===== src/rtl/sync_fifo_param.sv =====
`default_nettype none
// ============================================================================
// Module   : sync_fifo_param
// Purpose  : Parametrised single-clock FIFO with true full/empty, programmable
//            almost-full/almost-empty, full-range occupancy count and sticky
//            overflow/underflow error flags.
// Revision : 1.0 - initial release
// ----------------------------------------------------------------------------
// Parameters:
//   WIDTH     data word width in bits
//   DEPTH     address bits; capacity N = 2**DEPTH words
//   AF_LEVEL  almost_full  when count >= AF_LEVEL
//   AE_LEVEL  almost_empty when count <= AE_LEVEL
//   Legal: 0 < AE_LEVEL < AF_LEVEL < N
// Ports:
//   clk           in   rising-edge clock
//   rst           in   synchronous active-high reset
//   data_in       in   write data
//   write_en      in   write request
//   read_en       in   read request (FWFT build: head-word acknowledge)
//   clr_err       in   clears overflow/underflow
//   data_out      out  read data
//   data_valid    out  data_out carries a valid word
//   full, empty   out  count == N / count == 0
//   almost_full   out  count >= AF_LEVEL
//   almost_empty  out  count <= AE_LEVEL
//   count         out  occupancy 0..N
//   overflow      out  sticky: a write was rejected
//   underflow     out  sticky: a read was rejected
// Build option:
//   SYNC_FIFO_FWFT_EN  defined -> first-word-fall-through read port;
//                      undefined -> registered read with 1-cycle latency
// ============================================================================
module sync_fifo_param #(
    parameter int WIDTH    = 8,
    parameter int DEPTH    = 6,
    parameter int AF_LEVEL = 48,
    parameter int AE_LEVEL = 16
) (
    input  logic             clk,
    input  logic             rst,
    input  logic [WIDTH-1:0] data_in,
    input  logic             write_en,
    input  logic             read_en,
    input  logic             clr_err,
    output logic [WIDTH-1:0] data_out,
    output logic             data_valid,
    output logic             full,
    output logic             empty,
    output logic             almost_full,
    output logic             almost_empty,
    output logic [DEPTH:0]   count,
    output logic             overflow,
    output logic             underflow
);

    localparam int             c_N        = 1 << DEPTH;
    localparam logic [DEPTH:0] c_CNT_FULL = (DEPTH+1)'(c_N);
    localparam logic [DEPTH:0] c_CNT_AF   = (DEPTH+1)'(AF_LEVEL);
    localparam logic [DEPTH:0] c_CNT_AE   = (DEPTH+1)'(AE_LEVEL);
    localparam logic [DEPTH:0] c_CNT_ONE  = (DEPTH+1)'(1);
    localparam logic [DEPTH-1:0] c_PTR_ONE = DEPTH'(1);

    logic [WIDTH-1:0] r_mem [c_N];
    logic [DEPTH-1:0] r_wptr;
    logic [DEPTH-1:0] r_rptr;
    logic [DEPTH:0]   r_count;
    logic             r_full;
    logic             r_empty;
    logic             r_almost_full;
    logic             r_almost_empty;
    logic             r_overflow;
    logic             r_underflow;

    logic             w_rd_ok;
    logic             w_wr_ok;
    logic [DEPTH:0]   w_count_nxt;

    // A read frees a slot in the same edge, so a full FIFO can still accept
    // a write when a read is accepted alongside it.
    always_comb begin
        w_rd_ok     = read_en & ~r_empty;
        w_wr_ok     = write_en & (~r_full | w_rd_ok);
        w_count_nxt = r_count;
        if (w_wr_ok && !w_rd_ok) begin
            w_count_nxt = r_count + c_CNT_ONE;
        end else if (w_rd_ok && !w_wr_ok) begin
            w_count_nxt = r_count - c_CNT_ONE;
        end
    end

    // Pointers, occupancy and flags. Status flags are computed from the
    // next-state count so they are exact right after the updating edge.
    always_ff @(posedge clk) begin
        if (rst) begin
            r_wptr         <= '0;
            r_rptr         <= '0;
            r_count        <= '0;
            r_full         <= 1'b0;
            r_empty        <= 1'b1;
            r_almost_full  <= 1'b0;
            r_almost_empty <= 1'b1;
            r_overflow     <= 1'b0;
            r_underflow    <= 1'b0;
        end else begin
            if (w_wr_ok) begin
                r_wptr <= r_wptr + c_PTR_ONE;
            end
            if (w_rd_ok) begin
                r_rptr <= r_rptr + c_PTR_ONE;
            end
            r_count        <= w_count_nxt;
            r_full         <= (w_count_nxt == c_CNT_FULL);
            r_empty        <= (w_count_nxt == '0);
            r_almost_full  <= (w_count_nxt >= c_CNT_AF);
            r_almost_empty <= (w_count_nxt <= c_CNT_AE);
            // New error takes precedence over a coincident clear.
            r_overflow     <= (write_en & ~w_wr_ok) | (r_overflow  & ~clr_err);
            r_underflow    <= (read_en  & ~w_rd_ok) | (r_underflow & ~clr_err);
        end
    end

    // Storage is not reset; writes are blocked while reset is asserted.
    always_ff @(posedge clk) begin
        if (!rst && w_wr_ok) begin
            r_mem[r_wptr] <= data_in;
        end
    end

`ifdef SYNC_FIFO_FWFT_EN
    // Head word is presented directly from storage; all terms are registered.
    assign data_out   = r_empty ? '0 : r_mem[r_rptr];
    assign data_valid = ~r_empty;
`else
    logic [WIDTH-1:0] r_data_out;
    logic             r_data_valid;

    always_ff @(posedge clk) begin
        if (rst) begin
            r_data_out   <= '0;
            r_data_valid <= 1'b0;
        end else begin
            r_data_valid <= w_rd_ok;
            if (w_rd_ok) begin
                r_data_out <= r_mem[r_rptr];
            end
        end
    end

    assign data_out   = r_data_out;
    assign data_valid = r_data_valid;
`endif

    assign full         = r_full;
    assign empty        = r_empty;
    assign almost_full  = r_almost_full;
    assign almost_empty = r_almost_empty;
    assign count        = r_count;
    assign overflow     = r_overflow;
    assign underflow    = r_underflow;

endmodule
`default_nettype wire


===== config.mk =====
export PLATFORM = sky130hd
export DESIGN_NAME = sync_fifo_param
export DESIGN_NICKNAME = d
export VERILOG_FILES = /design/src/rtl/sync_fifo_param.sv
export SDC_FILE = /design/constraint.sdc
export NUM_CORES = 1
export LEC_CHECK = 0
export CORE_MARGIN = 5
export CORE_UTILIZATION = 60
export CTS_BUF_LIST = sky130_fd_sc_hd__clkbuf_8
export DETAILED_ROUTE_END_ITERATION = 8
export PLACE_DENSITY = 0.76
export SYNTH_ARGS = -nofsm -noshare
export SYNTH_HDL_FRONTEND = slang
export SYNTH_SLANG_ARGS = --single-unit
export TNS_END_PERCENT = 100

===== constraint.sdc =====
create_clock -name clk -period 3.7 [get_ports clk]
set_clock_uncertainty 0.1 [all_clocks]
set_input_delay 1.11 -clock clk [delete_from_list [all_inputs] [get_ports clk]]
set_output_delay 1.11 -clock clk [all_outputs]
set_load 0.05 [all_outputs]

======== After elaboration in Yosys (flattened, before gate mapping) ========
Memory sizes are Yosys's and may differ from the RTL's. A register that Yosys moved wholly into a read port is not among the register bits.
Cells that the tools add are included.
cells by class
  reductions and logical operators ........ 7
  bitwise operators ....................... 14
  $lt $le $gt $ge ......................... 2
  muxes and demuxes ....................... 4
  equal/unequal tests ..................... 1
  add/subtract/negate cells ............... 4
operators with widths
  cell                 count
  $mux 7               2
  $add 6x1->6 const B  2
  $add 7x1->7 const B  1
  $eq 7x7->1 const B   1
  $ge 7x6->1 const B   1
  $le 7x5->1 const B   1
  $logic_not 7->1      1
  $sub 7x1->7 const B  1
  $and 1x1->1          6
  $not 1->1            5
  $logic_and 1x1->1    3
  $logic_not 1->1      3
  $or 1x1->1           3
  $mux 1               2
storage, ports and cells
  output and inout port bits .............. 22
  word-level logic and storage cells ...... 43
  memories kept ........................... 1
  input bits .............................. 13
  RAM bits ................................ 512
  bits in registers ....................... 26
memory list
  name   depth  width  rd ports  clocked after memory_dff  write ports  RTL line  RTL
  r_mem  64     8      1         1                         1            64        logic [WIDTH-1:0] r_mem [c_N];

======== Depth between registers and ports, before layout ========
  depth after elaboration ................. 9
  gate-level depth with buffers ........... 9
  depth with buffers taken out ............ 7

======== Worst setup path before layout ========
No wires, ideal clock.
  path kind ............................... in2reg
  from .................................... input port write_en
  to ...................................... memory r_mem[63][0], enable pin
  path slack .............................. 0.631 ns
  path buffers ............................ 1
  arrival time ............................ 2.585 ns
  stages .................................. 4
  data required time ...................... 3.217 ns
  library setup time ...................... 0.383 ns
  cells stage by stage .................... clkbuf_1 -> a21boi_1 -> nand4_1 -> nor3_1
on the way
  cells in the longest elaborated chain, start to end .. 4
RTL lines
  element                       RTL line  RTL
  start, declared               43        input logic write_en,
  $and 1x1->1                   83        w_wr_ok = write_en & (~r_full | w_rd_ok);
  $logic_and 1x1->1             125       if (!rst && w_wr_ok) begin
  $mux 1                        125
  $mux 1 (implied by the code)  126       r_mem[r_wptr] <= data_in;
  end, declared                 64
Every way passes these cells.

======== Worst setup path in the final report ========
  from .................................... register r_empty (netlist: empty)
  to ...................................... output port empty
RTL lines
  element                 RTL line  RTL
  start, declared         69        logic r_empty;
  start signal, assigned  114       r_empty <= (w_count_nxt == '0);
  end, declared           49        output logic empty,
No word-level cell between the ends.

==> flow_summary.json <==
{
  "power.total_w": 0.0125,
  "layout_common_cells": "512 x edfxtp_1, 109 x buf_4, 101 x nor2_1",
  "synth.top_cell.area_share": 0.716,
  "htree_levels": 3,
  "cp-end-kind": "primary output",
  "syn_area_per_cell_um2": 18.5,
  "antenna_found_initial": 0,
  "cts_root_buffer": "clkbuf_8",
  "setup-tns-final_ps": 0,
  "max_stage_delay_ps": 860,
  "rows": 69,
  "synth_area_leaders": "edfxtp_1 72%, mux4_2 8.6%, mux2i_1 4.6%, dfxtp_1 3.2%, nor2_1 1.8%",
  "fp.dieH_um": 199,
  "insertion_delay_ps": 630,
  "syn_area_um2": 21500,
  "drc": 0,
  "syn_to_final_growth_pct": 14.1,
  "fillers": 2235,
  "first_pass_iters": 5,
  "via_per_inst": 6.26,
  "cts_tree": "done",
  "synthesis.nets": 1179,
  "drive_gt1_frac": 0.240,
  "dp_hpwl_mm": 31.3,
  "timing_hold_violations_final": 0,
  "postPlaceCellArea_um2": 23000,
  "grt_start_max_net_pins": 57,
  "ant_nets": 0,
  "path_max_fanout": 7,
  "layout_commonest_cell": "edfxtp_1",
  "yosys_warnings": 0,
  "cts_setup_buffers": 0,
  "synthCells": 1162,
  "tightest_slew_ps": 953,
  "vias": 11600,
  "antenna_cells": 0,
  "worstPathCellList": "clkdlybuf4s50_1",
  "core_um2": 35500,
  "postCtsHoldBufs": 0,
  "synth_cell_type_count": 62,
  "globalplace.congestion": 0.901,
  "crit_required_ps": 2490,
  "fmax_mhz": 318,
  "fp.dieW_um": 199,
  "outcome": "finished clean",
  "critical_path_class": "flip-flop to primary output",
  "ir_drop_mv": 0.339,
  "grt_pass1_vias": 11800,
  "maxCapViolCount": 0,
  "report.final.slew_viol_count": 0,
  "ys_seq_area_frac": 0.748,
  "critPathBufInv": 1,
  "stdcell_area_um2": 24500,
  "critPathTopFamily": "buffers and inverters",
  "critPathSlowestCell": "clkdlybuf4s50_1",
  "hold_class": "flip-flop to flip-flop",
  "min_period_ps": 3140,
  "synth_edf_count": 512,
  "slew_headroom": 0.363,
  "cts.sink_count": 546,
  "cts.clk_slew.worst_paths_ps": 60,
  "io_pins": 35,
  "grt_pass1_wl_mm": 72.8,
  "yosys.area.top_type": "edfxtp_1",
  "powerDensity_nw_per_um2": 509,
  "nets": 1347,
  "cts_resized": 0,
  "overflow": 0,
  "p_leak_nw": 7.86,
  "period_share": 0.849,
  "synth_seq_cells": 546,
  "async_flop_share": 0,
  "avgRoutedWirePerCell_um": 26.0,
  "fp.dieArea_um2": 39700,
  "first_iter_violations": 1331,
  "worstPathArrival_ps": 1930,
  "start_util": 0.605,
  "clockBufferDepth": 3,
  "grt_util_all_layers": 0.249,
  "wl_mm": 48.2,
  "finish.utilization": 0.690,
  "ys.flop_type": "edfxtp_1",
  "rsz0062_at_grt": "no",
  "fin_hold_ws_ps": 410,
  "cts_made_buffers": 82,
  "setup_viol": 0,
  "portBuffers": 34,
  "start_kind": "flip-flop"
}
[cell type report]
| cell class | instances | area (µm²) | area share |
|---|---|---|---|
| flip-flops and latches | 546 | 16100 | 0.656 |
| well taps | 461 | 577 | 0.0235 |
| inverters | 17 | 63.8 | 0.00261 |
| clock buffers | 85 | 1170 | 0.0478 |
| multi-input cells | 531 | 5030 | 0.205 |
| clock inverters | 66 | 285 | 0.0116 |
| repair buffers | 152 | 1300 | 0.0530 |
[stage by stage]
stage	worst slack (ps)	cells
floorplan	631	1162
CTS	521	1858
global route	461	1858
global placement	78.1	1707
finish	559	1858
detailed placement	5.36	1707
[per-layer routing]
| metal | wire length, µm | global-route usage | vias up |
|---|---|---|---|
| met5 | 0 | 0 | - |
| met4 | 951 | 0.0691 | 0 |
| met3 | 4590 | 0.0477 | 70 |
| met2 | 23500 | 0.393 | 608 |
| met1 | 19100 | 0.365 | 5937 |
| li1 | - | - | 5023 |
[tightest hold or removal path: stages, from the launching register on]
cell and delay [ps]:
dfxtp_1 340, a32oi_1 60, nor2_1 70
[final timing paths]
path                                from                       end  slack (ps)  depth (start not counted)
setup reg to reg  r_rptr[1]$_SDFFE_PP0P_  data_out[4]$_SDFFE_PP0P_         810                          6
setup / recovery        empty$_SDFF_PP1_                     empty         560                          1
hold reg to reg      overflow$_SDFF_PP0_       overflow$_SDFF_PP0_         410                          2
hold / removal       overflow$_SDFF_PP0_       overflow$_SDFF_PP0_         410                          2
[state kept, by name, indices dropped and copies added, names as in the netlist]
register      count
data_out          8
almost_full       1
r_mem           512
data_valid        1
underflow         1
overflow          1
r_rptr            6
almost_empty      1
full              1
empty             1
r_wptr            6
count             7
[kinds of logic after synthesis]
kind of cell | after synthesis | share of synthesized area
and+or+nand+nor | 196 | 0.0423
buffers and inverters | 85 | 0.0178
DFF | 546 | 0.748
xor gates and xnor gates | 14 | 0.00571
AOI/OAI and AO/OA | 121 | 0.0438
muxes | 196 | 0.140
adders and majority gates | 4 | 0.00233
[Yosys cell counts (all sizes together) (4+ instances only)]
| master | n |
|---|---|
| o22a | 15 |
| a2bb2oi | 7 |
| nor2b | 9 |
| xor2 | 8 |
| mux2 | 15 |
| edfxtp | 512 |
| dfxtp | 34 |
| nand2 | 35 |
| ha | 4 |
| o31ai | 5 |
| nand3 | 6 |
| xnor2 | 6 |
| o2111ai | 7 |
| buf | 40 |
| inv | 17 |
| mux2i | 99 |
| o221ai | 8 |
| o22ai | 11 |
| nand4 | 11 |
| nor3 | 5 |
| o32ai | 7 |
| a211oi | 6 |
| nor2 | 101 |
| a22oi | 10 |
| a21oi | 11 |
| a32oi | 6 |
| clkbuf | 28 |
| o21ai | 5 |
| mux4 | 82 |
| nor4 | 6 |
[report_power, final]
group          internal, W  switching [W]
combinational     0.000509       0.000709
clock              0.00214        0.00221
sequential         0.00680      0.0000898
total              0.00945        0.00301
No activity file was read; power rests on OpenSTA's default activity.
